<file path="src/rtl/compound_receiver_pkg.sv">
// Shared types for the compound receiver: the sender-side transfer types
// (testbasic21_types) and the receiver's own FSM states and integer limits.
package testbasic21_types;

  typedef enum logic {
    READ  = 1'b0,
    WRITE = 1'b1
  } Mode;

  typedef struct packed {
    Mode                mode;
    logic signed [31:0] x;
    logic               y;
  } CompoundType;

  typedef enum logic [1:0] {
    SEC_IDLE,
    SEC_RUN,
    SEC_DONE
  } Sections;

endpackage

package compound_receiver_types;

  typedef enum logic {
    RX_IDLE = 1'b0,
    RX_SEND = 1'b1
  } RxSections;

  localparam logic signed [31:0] INT_MAX = 32'sh7FFF_FFFF;
  localparam logic signed [31:0] INT_MIN = 32'sh8000_0000;

  // Overflow shows up as a mismatch between the sign bit and the carry-out.
  function automatic logic signed [31:0] sat_add(input logic signed [31:0] a,
                                                 input logic signed [31:0] b);
    logic signed [32:0] s;
    s = {a[31], a} + {b[31], b};
    if (s[32] != s[31]) return s[32] ? INT_MIN : INT_MAX;
    return s[31:0];
  endfunction

endpackage

</file>
<file path="src/rtl/compound_receiver_if.sv">
// Sender/consumer bus of the compound receiver; master drives data and
// handshakes toward the receiver, slave is the receiver itself.
interface compound_receiver_if;
  import testbasic21_types::*;

  CompoundType        b_in;
  logic               b_in_sync;
  logic               b_in_notify;
  CompoundType        m_in;
  logic signed [31:0] res_out;
  logic               res_out_sync;
  logic               res_out_notify;
  logic [7:0]         count_out;

  modport master (
    output b_in, b_in_sync, m_in, res_out_sync,
    input  b_in_notify, res_out, res_out_notify, count_out
  );

  modport slave (
    input  b_in, b_in_sync, m_in, res_out_sync,
    output b_in_notify, res_out, res_out_notify, count_out
  );
endinterface

</file>
<file path="src/rtl/compound_receiver_acc.sv">
// Accumulator with add/load/clear; COMPOUND_RECEIVER_SATURATE_EN selects
// saturating instead of wrapping additions.
module compound_receiver_acc
  import compound_receiver_types::*;
(
  input  logic               clk,
  input  logic               rst,
  input  logic               add_en,
  input  logic               load_en,
  input  logic               clear_en,
  input  logic signed [31:0] x,
  input  logic signed [31:0] m_x,
  output logic signed [31:0] sum_m
);

  logic signed [31:0] acc;
  logic signed [31:0] acc_add;

`ifdef COMPOUND_RECEIVER_SATURATE_EN
  assign acc_add = sat_add(acc, x);
  assign sum_m   = sat_add(acc, m_x);
`else
  assign acc_add = acc + x;
  assign sum_m   = acc + m_x;
`endif

  always_ff @(posedge clk or posedge rst) begin
    if (rst)           acc <= '0;
    else if (load_en)  acc <= x;
    else if (add_en)   acc <= acc_add;
    else if (clear_en) acc <= '0;
  end

endmodule

</file>
<file path="src/rtl/compound_receiver.sv">
// Compound receiver: accumulates write transfers, answers read transfers with
// acc + m_in.x through a registered result handshake.
module compound_receiver
  import testbasic21_types::*;
  import compound_receiver_types::*;
(
  input logic                clk,
  input logic                rst,
  compound_receiver_if.slave bus
);

  RxSections          state;
  logic               b_notify_q;
  logic               r_notify_q;
  logic signed [31:0] res_q;
  logic [7:0]         count_q;
  logic signed [31:0] sum_m;
  logic               take_b;
  logic               is_write;
  logic               unused_m;

  assign take_b   = bus.b_in_sync && b_notify_q;
  assign is_write = (bus.b_in.mode == WRITE);
  assign unused_m = ^{bus.m_in.mode, bus.m_in.y};

  compound_receiver_acc u_acc (
    .clk      (clk),
    .rst      (rst),
    .add_en   (take_b && is_write && !bus.b_in.y),
    .load_en  (take_b && is_write &&  bus.b_in.y),
    .clear_en (take_b && !is_write && bus.b_in.y),
    .x        (bus.b_in.x),
    .m_x      (bus.m_in.x),
    .sum_m    (sum_m)
  );

  always_ff @(posedge clk or posedge rst) begin
    if (rst) begin
      state      <= RX_IDLE;
      b_notify_q <= 1'b1;
      r_notify_q <= 1'b0;
      res_q      <= '0;
      count_q    <= '0;
    end else begin
      case (state)
        RX_IDLE: begin
          if (take_b) begin
            if (is_write) begin
              count_q <= count_q + 8'd1;
            end else begin
              // sum_m uses the pre-clear acc; the clear lands on this same edge
              res_q      <= sum_m;
              b_notify_q <= 1'b0;
              r_notify_q <= 1'b1;
              state      <= RX_SEND;
            end
          end
        end
        RX_SEND: begin
          if (bus.res_out_sync && r_notify_q) begin
            r_notify_q <= 1'b0;
            b_notify_q <= 1'b1;
            state      <= RX_IDLE;
          end
        end
        default: state <= RX_IDLE;
      endcase
    end
  end

  assign bus.b_in_notify    = b_notify_q;
  assign bus.res_out_notify = r_notify_q;
  assign bus.res_out        = res_q;
  assign bus.count_out      = count_q;

endmodule

</file>
<file path="src/flat_wrapper.sv">
// flat-port wrapper written by rule: the top's interface ports become plain ports
module compound_receiver_flat import testbasic21_types::*; import compound_receiver_types::*;
  (clk, rst, bus_b_in, bus_b_in_sync, bus_m_in, bus_res_out_sync, bus_b_in_notify, bus_res_out, bus_res_out_notify, bus_count_out);
  compound_receiver_if bus_i ();
  input logic clk;
  input logic rst;
  input wire logic [$bits(bus_i.b_in)-1:0] bus_b_in;
  input wire logic [$bits(bus_i.b_in_sync)-1:0] bus_b_in_sync;
  input wire logic [$bits(bus_i.m_in)-1:0] bus_m_in;
  input wire logic [$bits(bus_i.res_out_sync)-1:0] bus_res_out_sync;
  output wire logic [$bits(bus_i.b_in_notify)-1:0] bus_b_in_notify;
  output wire logic [$bits(bus_i.res_out)-1:0] bus_res_out;
  output wire logic [$bits(bus_i.res_out_notify)-1:0] bus_res_out_notify;
  output wire logic [$bits(bus_i.count_out)-1:0] bus_count_out;
  assign bus_i.b_in = bus_b_in;
  assign bus_i.b_in_sync = bus_b_in_sync;
  assign bus_i.m_in = bus_m_in;
  assign bus_i.res_out_sync = bus_res_out_sync;
  assign bus_b_in_notify = bus_i.b_in_notify;
  assign bus_res_out = bus_i.res_out;
  assign bus_res_out_notify = bus_i.res_out_notify;
  assign bus_count_out = bus_i.count_out;
  compound_receiver u_core (.clk(clk), .rst(rst), .bus(bus_i));
endmodule
</file>
<file path="config.mk">
export PLATFORM = sky130hd
export DESIGN_NAME = compound_receiver_flat
export DESIGN_NICKNAME = d
export VERILOG_FILES = /design/src/rtl/compound_receiver_pkg.sv /design/src/rtl/compound_receiver_if.sv /design/src/rtl/compound_receiver_acc.sv /design/src/rtl/compound_receiver.sv /design/src/flat_wrapper.sv
export SDC_FILE = /design/constraint.sdc
export NUM_CORES = 1
export LEC_CHECK = 0
export ABC_AREA = 1
export BUFFER_PORTS_ARGS = -buffer_cell sky130_fd_sc_hd__clkbuf_2
export CORE_MARGIN = 5
export CORE_UTILIZATION = 65
export CTS_BUF_LIST = sky130_fd_sc_hd__clkbuf_2 sky130_fd_sc_hd__clkbuf_4 sky130_fd_sc_hd__clkbuf_8
export DETAILED_ROUTE_END_ITERATION = 8
export PLACE_DENSITY = 0.87
export SYNTH_ARGS = -nofsm -noshare
export SYNTH_HDL_FRONTEND = slang
export SYNTH_SLANG_ARGS = --single-unit
</file>
<file path="constraint.sdc">
create_clock -name clk -period 5.8 [get_ports clk]
set_input_delay 0.58 -clock clk [delete_from_list [all_inputs] [get_ports clk]]
set_output_delay 0.58 -clock clk [all_outputs]
set_load 0.05 [all_outputs]
</file>
[Word level (Yosys, flattened, before mapping)]
Cells that the tools add are included.
Storage, ports and cells
  register bits after elaboration: 75
  output and inout port bits: 42
  logic and storage cells: 42
Operators by class
  add/subtract/negate cells: 3
  eq/ne operators: 3
  muxes and demuxes: 15
  bitwise gates (word level): 2
  reductions and logical operators: 13
Operators with widths (count)
  $mux W32: 3
  $add A32 B32 Y32: 2
  $mux W1: 9
  $reduce_and A3 Y1: 3
  $add A8 B1 Y8 const B: 1
  $logic_and A1 B1 Y1: 7
  $pmux W1 S2: 3
  $ne A2 B2 Y1 const B: 2
  $reduce_bool A3 Y1: 1
  $logic_not A1 Y1: 2
  $ne A2 B1 Y1 const B: 1
  $not A1 Y1: 2

[Logic depth before layout (Yosys ltp)]
  depth in word-level cells: 6
  mapped depth: 14
  mapped depth without buffers: 14

[Cells and area by module]
A second synthesis with hierarchy kept.
Unflattened totals
  cell total of the unflattened synthesis: 1251
  area, all modules: 7593.5 um^2
By module, submodules not included
  compound_receiver_acc: instances 1, cells each 1046, area each 5835.6 um^2, sequential area each 800.8 um^2
  compound_receiver: instances 1, cells each 205, area each 1757.9 um^2, sequential area each 1077.3 um^2

[Least setup slack after synthesis]
OpenSTA, ideal clock, no wires.
  path type: input to register
  from: input port bus_m_in[1]
  to: register u_core.res_q[30] (netlist: u_core.bus.res_out[30])
  setup time: 118 ps
  arrival time: 1904 ps
  required time: 5682 ps
  slack: 3778 ps
  stages on the path: 12
  cell sequence: ha_1 -> fa_1 -> nand2_1 -> nand3_1 -> nand3_1 -> nand2_1 -> nand2_1 -> nand2_1 -> nand2_1 -> nand3_1 -> nand3_1 -> nand2_1
On the way
  cells in the longest elaborated chain, start to end: 1
Ends and longest elaborated chain
  start, declared: line flat_wrapper.sv:9  | input wire logic [$bits(bus_i.m_in)-1:0] bus_m_in;
  $add A32 B32 Y32: line compound_receiver_acc.sv:24  | assign sum_m = acc + m_x;
  end signal, assigned: line compound_receiver.sv:52  | res_q <= sum_m;
  end, declared: line compound_receiver.sv:15  | logic signed [31:0] res_q;
No other way between the ends.
A chain may end at the register's enable or synchronous reset.

[Worst setup path in the final report]
  from: register u_core.b_notify_q (netlist: u_core.bus.b_in_notify)
  to: register u_core.u_acc.acc[13]
On the way
  cells in the longest elaborated chain, start to end: 5
Ends and longest elaborated chain
  start, declared: line compound_receiver.sv:13  | logic b_notify_q;
  start signal, assigned: line compound_receiver.sv:40  | b_notify_q <= 1'b1;
  start signal, assigned: line compound_receiver.sv:53  | b_notify_q <= 1'b0;
  start signal, assigned: line compound_receiver.sv:62  | b_notify_q <= 1'b1;
  $logic_and A1 B1 Y1 (*): line compound_receiver.sv:22  | assign take_b = bus.b_in_sync && b_notify_q;
  $logic_and A1 B1 Y1: line compound_receiver.sv:29, compound_receiver.sv:30
  $logic_and A1 B1 Y1: line compound_receiver.sv:29  | .add_en (take_b && is_write && !bus.b_in.y),
  $mux W32: line compound_receiver_acc.sv:30  | else if (add_en) acc <= acc_add;
  $mux W32: line compound_receiver_acc.sv:29  | else if (load_en) acc <= x;
  end signal, assigned: line compound_receiver_acc.sv:29
  end signal, assigned: line compound_receiver_acc.sv:30
  end signal, assigned: line compound_receiver_acc.sv:31  | else if (clear_en) acc <= '0;
  end, declared: line compound_receiver_acc.sv:16  | logic signed [31:0] acc;
Every way passes the cells marked *; elsewhere a longest branch is shown, timed or not.

==> flow_metrics.tcl <==
set metrics [dict create \
    hold_ws_ns 0.444 \
    status "complete, no violations" \
    drt_iter0_drc 577 \
    finalHoldViolCount 0 \
    synth.area.top_cells "nand2_1 26%, dfrtp_1 25%, ha_1 10%" \
    core-area_mm2 0.0114 \
    r2r_end "u_core.u_acc.acc[13]$_DFFE_PP0P_" \
    switchingPower_mw 2.52 \
    grt_antenna_before_repair 0 \
    synthCells 1261 \
    synth_area_leader_cell "nand2_1" \
    final.setup.tns_ns 0 \
    grt_pass1_wl_mm 34.5 \
    startpoint "u_core.bus.b_in_notify$_DFFE_PP1P_" \
    slowest_delay_ns 0.61 \
    ys.flop_type "dfrtp_1" \
    routed_wl_mm 20.4 \
    r2r_start "u_core.bus.b_in_notify$_DFFE_PP1P_" \
    dp_cells 1503 \
    finalInstanceArea_mm2 0.00851 \
    clock_latency_ns 0.37 \
    start_util 0.663 \
    vdd_drop_max_v 0.000415 \
    cts_resized 0 \
    layout-area-overhead-vs-synth_pct 12.9 \
    rrSetupSlack_ns 3.60 \
    yosysUniqueCellTypes 38 \
    stdcell_count 1519 \
    rsz0062_at_grt "no" \
    finClkSkew_ns 0.0117 \
    slew_headroom 0.312 \
    cts_buffer_depth 2 \
    ys.warnings.count 0 \
    syn_nets 1398 \
    synth_common_cells "519 x nand2_1, 202 x inv_1, 109 x nand3_1" \
    p_seq_frac 0.211 \
    crit_family "simple AND/OR/NAND/NOR gates" \
    hold_class "input port to flop" \
    utilization 0.748 \
    post_cts_buffers 0 \
    drive_gt1_frac 0.118 \
    critPathCaptureType "flop" \
    die_w_um 118 \
    fillers 1012 \
    cp-start-kind "flop" \
    switching_share 0.548 \
    ff2ff_path_depth 8 \
    timing.fmax_ghz 0.454 \
    slew_viol_final 0 \
    ant_nets 0 \
    io_pins 114 \
    grt_max_degree 76 \
    rows 39 \
    ys_seq_elements 75 \
    clk_pin_slew_ns 0.09 \
    hold_buffers 0 \
    vias_per_cell 5.29 \
    slowest_stage "dfstp_2" \
    crit_path_end "u_core.u_acc.acc[13]$_DFFE_PP0P_" \
    cp.depth 8 \
    drc 0 \
    combPwrFrac 0.670 \
    syn_area_per_cell_um2 5.98 \
    worst_slack_ns 3.60 \
    period_needed_ns 2.20 \
    dpl-instance-area_mm2 0.00824 \
    synth_area_mm2 0.00754 \
    hpwl_mm 16.4 \
    gp_congestion 0.979 \
    insertedDiodeCount 0 \
    power.share.clock 0.119 \
    cts_inserted_buffers 9 \
    overflow 0 \
    maxCapViolCount 0 \
    total_power_mw 4.59 \
    setup_viol 0 \
    timing.critical_path.buf_inv 2 \
    place_worst_setup_slack_ns 3.44 \
    cts.sink_count 75 \
    tritoncts "yes" \
    clock-root-buffer "clkbuf_8" \
    first_pass_iters 5 \
    port_buffers 111 \
    track_usage 0.296 \
    nets 1508 \
    powerDensity_mw_per_mm2 540 \
    post-synth-top-count-cell "nand2_1" \
    worst_pin_slew_ns 1.03 \
    num_vias 8029 \
    path_class "flop to flop" \
    p_int_mw 2.07 \
    seq_area_frac_synth 0.249 \
    grt_pass1_vias 7574 \
    leakage_nw 5.17 \
    period_share 0.380 \
    critPathMaxFanout 22 \
    synth-edff-count 0 \
    die_h_um 118 \
    wl_per_cell_um 13.4 \
    netlist.area_leader.share 0.258 \
    die_area_mm2 0.0138 \
    htree_num_levels 3 \
    worst_ep_required_time_ns 6.11 \
    async_reset_ff_frac 1.00 \
    cp_cell_sequence "nand2_1, nor2_4, inv_2, nor2_4, inv_2, a21oi_1, o21ai_0, nand3_1" \
    arrival_ns 2.51 \
]
==> how the worst min path moves through the flow <==
stage,cells past startpoint,end,startpoint
after global routing,3,u_core.u_acc.acc[28]$_DFFE_PP0P_,bus_b_in[29]
after floorplan,2,u_core.u_acc.acc[0]$_DFFE_PP0P_,u_core.u_acc.acc[0]$_DFFE_PP0P_
after CTS,3,u_core.u_acc.acc[18]$_DFFE_PP0P_,bus_b_in[19]
after global placement,2,u_core.bus.res_out[1]$_DFFE_PP0P_,u_core.bus.res_out[1]$_DFFE_PP0P_
after detailed placement,1,u_core.bus.count_out[7]$_DFFE_PP0P_,u_core.bus.count_out[7]$_DFFE_PP0P_
final,3,u_core.u_acc.acc[18]$_DFFE_PP0P_,bus_b_in[19]
==> layer usage <==
layer | up-vias | part of all wire | global-route usage
met5 | - | 0 | 0
met4 | 0 | 0.029 | 0.108
met3 | 48 | 0.055 | 0.0298
met2 | 252 | 0.47 | 0.502
met1 | 3564 | 0.44 | 0.393
li1 | 4165 | - | -
==> cells in the final DEF, fill, tap and decap left out, types with 10 or more instances in the layout <==
cell,count
nor2_1,79
ha_1,63
clkbuf_2,111
inv_1,201
xnor2_1,17
a21oi_1,59
nand2_1,519
o21ai_0,29
dfrtp_1,74
nand3_1,109
nand4_1,10
==> registers in the layout, summed over array words and instances, names as in the netlist <==
signal and cells:
u_core.bus.b_in_notify 1, u_core.bus.count_out 8, u_core.bus.res_out 32, u_core.bus.res_out_notify 1
u_core.state 1, u_core.u_acc.acc 32
==> worst register-to-register path: cells and delay by family (launching register included) <==
kind            cells  cell delay, ns
compound gates      2            0.29
buf+inv             2            0.33
flops               1            0.61
simple gates        4            0.92
==> power by group through the flow <==
stage / clock [mW] / combinational, mW / sequential [mW]
floorplan: 0 / 1.97 / 1.32
global placement: 0 / 2.96 / 0.957
detailed placement: 0 / 3.02 / 0.969
CTS: 0.554 / 3.04 / 0.960
global route: 0.577 / 3.46 / 0.998
finish: 0.547 / 3.07 / 0.970
==> cell families (layout without fill, tap and decap cells) <==
group	Yosys count	in the layout	synth area share
AO/OA/AOI/OAI	115	115	0.0828
buffers and inverters	221	336	0.112
flip-flops	75	75	0.249
AND/OR/NAND/NOR	763	763	0.421
adder cells (fa/ha/maj)	65	65	0.110
XOR/XNOR	22	22	0.0256
==> cell type report <==
type                            instances  area [um2]  area share
Timing Repair Buffer                  115         586      0.0688
Clock inverter                          6         138      0.0162
Tap cell                              143         179      0.0210
Multi-Input combinational cell        965        4830       0.567
Sequential cell                        75        1880       0.221
Inverter                              205         769      0.0904
Clock buffer                           10         131      0.0154
(Power assumes the default switching activity.)
